**src/rtl/mips_ctrl_pkg.sv**
```systemverilog
// Shared definitions for the multicycle MIPS controller: opcodes, the FSM
// state encoding, and the alu_op / alu_src_b / pc_source select codes.
package mips_ctrl_pkg;

  localparam int unsigned OP_W = 6;

  localparam logic [OP_W-1:0] OP_RTYPE = 6'b000000;
  localparam logic [OP_W-1:0] OP_LW    = 6'b100011;
  localparam logic [OP_W-1:0] OP_SW    = 6'b101011;
  localparam logic [OP_W-1:0] OP_BEQ   = 6'b000100;
  localparam logic [OP_W-1:0] OP_J     = 6'b000010;
  localparam logic [OP_W-1:0] OP_ADDI  = 6'b001000;

  typedef enum logic [3:0] {
    ST_FETCH     = 4'd0,
    ST_DECODE    = 4'd1,
    ST_MEM_ADDR  = 4'd2,
    ST_MEM_RD    = 4'd3,
    ST_MEM_WB    = 4'd4,
    ST_MEM_WR    = 4'd5,
    ST_R_EXEC    = 4'd6,
    ST_R_WB      = 4'd7,
    ST_ADDI_EXEC = 4'd8,
    ST_ADDI_WB   = 4'd9,
    ST_BRANCH    = 4'd10,
    ST_JUMP      = 4'd11
  } ctrl_state_e;

  localparam logic [1:0] ALU_OP_ADD   = 2'b00;
  localparam logic [1:0] ALU_OP_SUB   = 2'b01;
  localparam logic [1:0] ALU_OP_FUNCT = 2'b10;

  localparam logic [1:0] SRC_B_READ2   = 2'b00;
  localparam logic [1:0] SRC_B_FOUR    = 2'b01;
  localparam logic [1:0] SRC_B_IMM     = 2'b10;
  localparam logic [1:0] SRC_B_IMM_SH2 = 2'b11;

  localparam logic [1:0] PC_SRC_ALU    = 2'b00;
  localparam logic [1:0] PC_SRC_ALUOUT = 2'b01;
  localparam logic [1:0] PC_SRC_JUMP   = 2'b10;

  // States that hold a memory request open until mem_ready
  function automatic logic is_mem_wait_state(input ctrl_state_e s);
    return (s == ST_FETCH) || (s == ST_MEM_RD) || (s == ST_MEM_WR);
  endfunction

endpackage

```
**src/rtl/mem_wait_timer.sv**
```systemverilog
// Counts consecutive cycles spent waiting on mem_ready and flags the cycle
// in which the wait reaches MEM_TIMEOUT.
//   clk, reset  : clock, async active-high reset
//   count_en    : a memory request is open and mem_ready is low this cycle
//   clear       : restart the count (taken on timeout)
//   timeout_c   : combinational, high in the MEM_TIMEOUT-th waiting cycle
module mem_wait_timer #(
  parameter int unsigned MEM_TIMEOUT = 16
) (
  input  logic clk,
  input  logic reset,
  input  logic count_en,
  input  logic clear,
  output logic timeout_c
);

  localparam int unsigned CW = $clog2(MEM_TIMEOUT + 1);

  logic [CW-1:0] cnt_q, cnt_d;

  // cnt_q holds the number of waiting cycles already completed
  assign timeout_c = count_en && (cnt_q == CW'(MEM_TIMEOUT - 1));

  // Any cycle without a pending wait restarts the count, which also covers
  // every state change out of a waiting state
  always_comb begin
    cnt_d = cnt_q;
    if (clear || !count_en) begin
      cnt_d = '0;
    end else begin
      cnt_d = cnt_q + CW'(1);
    end
  end

  always_ff @(posedge clk or posedge reset) begin
    if (reset) begin
      cnt_q <= '0;
    end else begin
      cnt_q <= cnt_d;
    end
  end

endmodule

```
**src/rtl/multicycle_ctrl.sv**
```systemverilog
// Multicycle MIPS control FSM. Steps each instruction through
// FETCH/DECODE/EXEC/MEM/WB, stalls on mem_ready, aborts stalled accesses
// after MEM_TIMEOUT cycles and counts retired instructions.
//   inputs : clk, reset (async, active-high), opcode, funct, zero, mem_ready
//   outputs: datapath controls (Moore decode of state; ir_write/pc_write in
//            FETCH qualified by mem_ready), illegal_op / mem_err one-cycle
//            registered pulses, retired instruction count
module multicycle_ctrl
  import mips_ctrl_pkg::*;
#(
  parameter int unsigned MEM_TIMEOUT = 16,
  parameter int unsigned CNT_W       = 32
) (
  input  logic             clk,
  input  logic             reset,
  input  logic [5:0]       opcode,
  input  logic [5:0]       funct,
  input  logic             zero,
  input  logic             mem_ready,
  output logic             pc_write,
  output logic             pc_write_cond,
  output logic             iord,
  output logic             mem_read,
  output logic             mem_write,
  output logic             ir_write,
  output logic             reg_dst,
  output logic             mem_to_reg,
  output logic             reg_write,
  output logic             alu_src_a,
  output logic [1:0]       alu_src_b,
  output logic [1:0]       alu_op,
  output logic [1:0]       pc_source,
  output logic             illegal_op,
  output logic             mem_err,
  output logic [CNT_W-1:0] retired
);

  ctrl_state_e      state_q, state_d;
  logic             illegal_op_q, illegal_op_d;
  logic             mem_err_q, mem_err_d;
  logic [CNT_W-1:0] retired_q, retired_d;
  logic             retire_c;
  logic             wait_en_c;
  logic             timeout_c;

  // funct goes straight to the ALU control; zero is gated in the datapath
  logic unused_c;
  assign unused_c = ^{funct, zero};

  assign wait_en_c = is_mem_wait_state(state_q) && !mem_ready;

  mem_wait_timer #(
    .MEM_TIMEOUT(MEM_TIMEOUT)
  ) u_mem_wait_timer (
    .clk      (clk),
    .reset    (reset),
    .count_en (wait_en_c),
    .clear    (timeout_c),
    .timeout_c(timeout_c)
  );

  // Next-state, pulse flags and retirement
  always_comb begin
    state_d      = state_q;
    illegal_op_d = 1'b0;
    mem_err_d    = 1'b0;
    retire_c     = 1'b0;
    unique case (state_q)
      ST_FETCH: begin
        if (mem_ready) begin
          state_d = ST_DECODE;
        end else if (timeout_c) begin
          // PC untouched, so returning to FETCH retries the same fetch
          state_d   = ST_FETCH;
          mem_err_d = 1'b1;
        end
      end
      ST_DECODE: begin
        unique case (opcode)
          OP_LW, OP_SW: state_d = ST_MEM_ADDR;
          OP_RTYPE:     state_d = ST_R_EXEC;
          OP_BEQ:       state_d = ST_BRANCH;
          OP_J:         state_d = ST_JUMP;
          OP_ADDI:      state_d = ST_ADDI_EXEC;
          default: begin
            state_d      = ST_FETCH;
            illegal_op_d = 1'b1;
          end
        endcase
      end
      ST_MEM_ADDR: state_d = (opcode == OP_SW) ? ST_MEM_WR : ST_MEM_RD;
      ST_MEM_RD: begin
        if (mem_ready) begin
          state_d = ST_MEM_WB;
        end else if (timeout_c) begin
          state_d   = ST_FETCH;
          mem_err_d = 1'b1;
        end
      end
      ST_MEM_WB: begin
        state_d  = ST_FETCH;
        retire_c = 1'b1;
      end
      ST_MEM_WR: begin
        if (mem_ready) begin
          state_d  = ST_FETCH;
          retire_c = 1'b1;
        end else if (timeout_c) begin
          state_d   = ST_FETCH;
          mem_err_d = 1'b1;
        end
      end
      ST_R_EXEC:    state_d = ST_R_WB;
      ST_ADDI_EXEC: state_d = ST_ADDI_WB;
      ST_R_WB, ST_ADDI_WB, ST_BRANCH, ST_JUMP: begin
        state_d  = ST_FETCH;
        retire_c = 1'b1;
      end
      default: state_d = ST_FETCH;
    endcase
  end

  // Counter wraps naturally modulo 2^CNT_W
  always_comb begin
    retired_d = retired_q;
    if (retire_c) begin
      retired_d = retired_q + CNT_W'(1);
    end
  end

  // Datapath control decode
  always_comb begin
    pc_write      = 1'b0;
    pc_write_cond = 1'b0;
    iord          = 1'b0;
    mem_read      = 1'b0;
    mem_write     = 1'b0;
    ir_write      = 1'b0;
    reg_dst       = 1'b0;
    mem_to_reg    = 1'b0;
    reg_write     = 1'b0;
    alu_src_a     = 1'b0;
    alu_src_b     = SRC_B_READ2;
    alu_op        = ALU_OP_ADD;
    pc_source     = PC_SRC_ALU;
    unique case (state_q)
      ST_FETCH: begin
        mem_read  = 1'b1;
        alu_src_b = SRC_B_FOUR;
        ir_write  = mem_ready;
        pc_write  = mem_ready;
      end
      ST_DECODE: alu_src_b = SRC_B_IMM_SH2;
      ST_MEM_ADDR, ST_ADDI_EXEC: begin
        alu_src_a = 1'b1;
        alu_src_b = SRC_B_IMM;
      end
      ST_MEM_RD: begin
        mem_read = 1'b1;
        iord     = 1'b1;
      end
      ST_MEM_WB: begin
        reg_write  = 1'b1;
        mem_to_reg = 1'b1;
      end
      ST_MEM_WR: begin
        mem_write = 1'b1;
        iord      = 1'b1;
      end
      ST_R_EXEC: begin
        alu_src_a = 1'b1;
        alu_op    = ALU_OP_FUNCT;
      end
      ST_R_WB: begin
        reg_write = 1'b1;
        reg_dst   = 1'b1;
      end
      ST_ADDI_WB: reg_write = 1'b1;
      ST_BRANCH: begin
        alu_src_a     = 1'b1;
        alu_op        = ALU_OP_SUB;
        pc_write_cond = 1'b1;
        pc_source     = PC_SRC_ALUOUT;
      end
      ST_JUMP: begin
        pc_write  = 1'b1;
        pc_source = PC_SRC_JUMP;
      end
      default: ;
    endcase
  end

  always_ff @(posedge clk or posedge reset) begin
    if (reset) begin
      state_q      <= ST_FETCH;
      illegal_op_q <= 1'b0;
      mem_err_q    <= 1'b0;
      retired_q    <= '0;
    end else begin
      state_q      <= state_d;
      illegal_op_q <= illegal_op_d;
      mem_err_q    <= mem_err_d;
      retired_q    <= retired_d;
    end
  end

  assign illegal_op = illegal_op_q;
  assign mem_err    = mem_err_q;
  assign retired    = retired_q;

endmodule

```
**config.mk**
```make
export PLATFORM = sky130hd
export DESIGN_NAME = multicycle_ctrl
export DESIGN_NICKNAME = d
export VERILOG_FILES = /design/src/rtl/mips_ctrl_pkg.sv /design/src/rtl/mem_wait_timer.sv /design/src/rtl/multicycle_ctrl.sv
export SDC_FILE = /design/constraint.sdc
export NUM_CORES = 1
export LEC_CHECK = 0
export CELL_PAD_IN_SITES_DETAIL_PLACEMENT = 2
export CELL_PAD_IN_SITES_GLOBAL_PLACEMENT = 2
export CORE_UTILIZATION = 28
export DETAILED_ROUTE_END_ITERATION = 12
export MAX_ROUTING_LAYER = met4
export PLACE_DENSITY = 0.84
export SLEW_MARGIN = 20
export SYNTH_ARGS = -nofsm -noshare
export SYNTH_HDL_FRONTEND = slang
export SYNTH_SLANG_ARGS = --single-unit
```
**constraint.sdc**
```tcl
create_clock -name clk -period 3.71 [get_ports clk]
set_clock_uncertainty 0.15 [all_clocks]
set_input_delay 0.5565 -clock clk [delete_from_list [all_inputs] [get_ports clk]]
set_output_delay 0.5565 -clock clk [all_outputs]
set_load 0.05 [all_outputs]
```
==> reports/summary.txt <==
Post-Synth Simple-Gate Area -> 28.6%
Die width -> 94.0 um
Largest family of logic cells by synthesized area -> simple AND/OR/NAND/NOR gates
Synth Instances -> 245
Post-synthesis compound-gate area fraction -> 5.60%
Netlist Area Pre-Place -> 2370 um2
Status -> completed
Die ar. -> 8830 um2
Hold path start -> retired[31]$_DFFE_PP0P_
Synth unique cells -> 43
Min Tclk post-route -> 3210 ps
Synth top area cells -> dfrtp_1 (45%), xnor2_1 (9.2%), nand4_1 (4.5%), nor2_1 (4.3%), xor2_1 (4.1%)
Hold Crit Class -> reg -> reg
Critical Path Source Type -> flip-flop
Share of layout cells above drive strength 1 -> 8.03%
Critical Path AT -> 2510 ps
EDFF count, synth -> 0
Worst r2r path cells -> 5
First DRT Iteration DRCs -> 32
Post-synth top area cell -> dfrtp_1
Sequential cell area fraction in the yosys report -> 45.5%
Area Overhead vs Synth -> 32.7%
Antenna diodes -> 0
Synthesized area per cell -> 9.66 um2
RSZ-0062 raised after global routing -> false
Critical path peak fanout -> 18
Setup crit start -> state_q[2]$_DFF_PP0_
Clock Latency Late Sink -> 300 ps
Tot GR Track Use -> 16.7%
Max-cap viol count -> 0
GPL Wtd Cong -> 0.762
Total Neg Setup Slack -> 0 ps
Via count -> 2036
Pre-CTS WS -> 736 ps
I/O Buffers -> 58
Global route overflow -> 0
# DRC -> 0
Clock buffer depth -> 2
CP endpoint -> reg_write
Max IR drop VDD -> 0.446 mV
Num CTS Buffers -> 5
Multiplexer area fraction after synthesis -> 0.899%
Resized Gates After CTS -> 0
Mean routed wirelength per cell -> 16.0 um
Hold Fails Final Rpt -> 0
Clock root cell -> clkbuf_8
Power Density -> 642 nW/um2
R2R Setup Slk -> 1370 ps
Dominant synthesized flop cell -> dfrtp_1
Asr flop ratio synth -> 100%
Height of the chip -> 94.0 um
Initial Utilization -> 28.8%
Setup violations, final -> 0
R2R Path End -> retired[16]$_DFFE_PP0P_
Post-CTS Hold Buffers -> 0
Max frequency -> 0.311 GHz
Flop and latch count out of synthesis -> 43
Synth warnings -> 0
Synth cell count leaders -> dfrtp_1 (43), nor2_1 (27), xnor2_1 (25)
Worst r2r src -> state_q[2]$_DFF_PP0_
DP Wirelength -> 4870 um
Clock sink count -> 43
Cell with the most instances after synthesis -> dfrtp_1
Core box area -> 8220 um2
Setup Buffers After CTS -> 0
DR pass1 iterations -> 4
Largest net degree at the start of global routing -> 25
Post-DR vias/cell -> 5.04
Worst-Margin Slew -> 960 ps
Post-synth top area share -> 45.5%
Nets -> 317
FP Rows -> 33
WS Path Type -> reg -> out
Leakage power -> 0.00130 uW
Critical path capture point type -> output port
Number of routed nets with antenna violations -> 0
Synthesized Nets -> 264
I/O pin cnt -> 66
Synth Area in Adders -> 1.59%
FILL cells -> 882
Worst-path clk slew -> 90 ps
Setup WS post-layout -> 496 ps
TritonCTS clock tree -> built
Max_slew headroom -> 36.0%
WL final -> 6480 um
Final Cycle Share -> 86.6%
CP Data Required Time -> 3000 ps
Xor and xnor fraction of the mapped netlist area -> 13.3%
Vias in the first global route -> 2182
Layout Utilization -> 38.2%
Initial antenna violation count -> 0
Max-slew violations -> 0
First-pass GRT wire length -> 11100 um
H-Tree Depth -> 2
-- registers in the layout, indices dropped and copies added, names as in the netlist --
name / cells
illegal_op: 1
u_mem_wait_timer.cnt_q: 5
state_q: 4
mem_err: 1
retired: 32
-- power by group --
group / switching, uW / total, uW / internal, uW
registers: 129 / 655 / 526
clock network: 172 / 390 / 218
logic: 655 / 973 / 318
total: 956 / 2020 / 1060
-- cells in the final DEF, fill, tap and decap left out, types with 2 or more instances in the layout --
| cell type | instances |
|---|---|
| clkbuf_8 | 6 |
| and2_1 | 3 |
| o21ai_1 | 3 |
| clkdlybuf4s50_1 | 58 |
| a21oi_1 | 8 |
| nor3_1 | 13 |
| ha_1 | 3 |
| a31oi_1 | 2 |
| nand2b_1 | 3 |
| dfrtp_1 | 43 |
| inv_1 | 8 |
| nor2_1 | 27 |
| nor4_2 | 5 |
| xnor2_1 | 25 |
| inv_2 | 2 |
| xor2_1 | 11 |
| buf_4 | 2 |
| nor3b_1 | 2 |
| and3_1 | 8 |
| nor4_1 | 3 |
| nand2_1 | 10 |
| nand3_1 | 14 |
| nand4_2 | 2 |
| o21ai_0 | 2 |
| nand4_1 | 17 |
-- how the worst min path moves through the flow --
stage                                               end  slack [ps]  cells after the start
finish                          retired[31]$_DFFE_PP0P_         320                      1
global placement    u_mem_wait_timer.cnt_q[0]$_DFF_PP0_         300                      1
CTS                             retired[31]$_DFFE_PP0P_         330                      1
floorplan           u_mem_wait_timer.cnt_q[0]$_DFF_PP0_         280                      1
global route                    retired[31]$_DFFE_PP0P_         360                      1
detailed placement              retired[31]$_DFFE_PP0P_         310                      1
-- per-layer routing --
metal	GRT usage, %	wire [um]
met2	29.8	3490
met1	19.3	2700
met5	-	0
met4	5.38	75
met3	2.02	206
-- cell type report --
| cell class | instances | area (um2) | area share [%] |
|---|---|---|---|
| Sequential cell | 43 | 1080 | 34.2 |
| Clock buffer | 6 | 82.6 | 2.63 |
| Tap cell | 105 | 131 | 4.18 |
| Inverter | 10 | 37.5 | 1.19 |
| Timing Repair Buffer | 60 | 596 | 19.0 |
| Multi-Input combinational cell | 178 | 1180 | 37.7 |
| Clock inverter | 2 | 35.0 | 1.12 |
-- kinds of logic after synthesis --
family	count (synthesis)
AO/OA/AOI/OAI	21
XOR/XNOR	36
adder cells (fa/ha/maj)	3
buffers and inverters	24
flip-flops	43
multiplexers	2
AND/OR/NAND/NOR	116
-- worst max-delay path, cell delays in order (launching register included) --
cell,delay (ps)
dfrtp_1,750
nand2b_1,260
nor3_1,270
a21o_1,120
clkdlybuf4s50_1,810
-- per-stage QoR --
step	cell area [um2]	hold WS (ps)	instances	total power (uW)
after floorplan	2370	283	245	1340
after global placement	3020	297	396	1620
after detailed placement	3020	310	396	1650
after CTS	3140	327	404	2040
after global routing	3140	355	404	2140
final	3140	324	404	2020
Note: power is estimated with default switching activity, not from simulation.
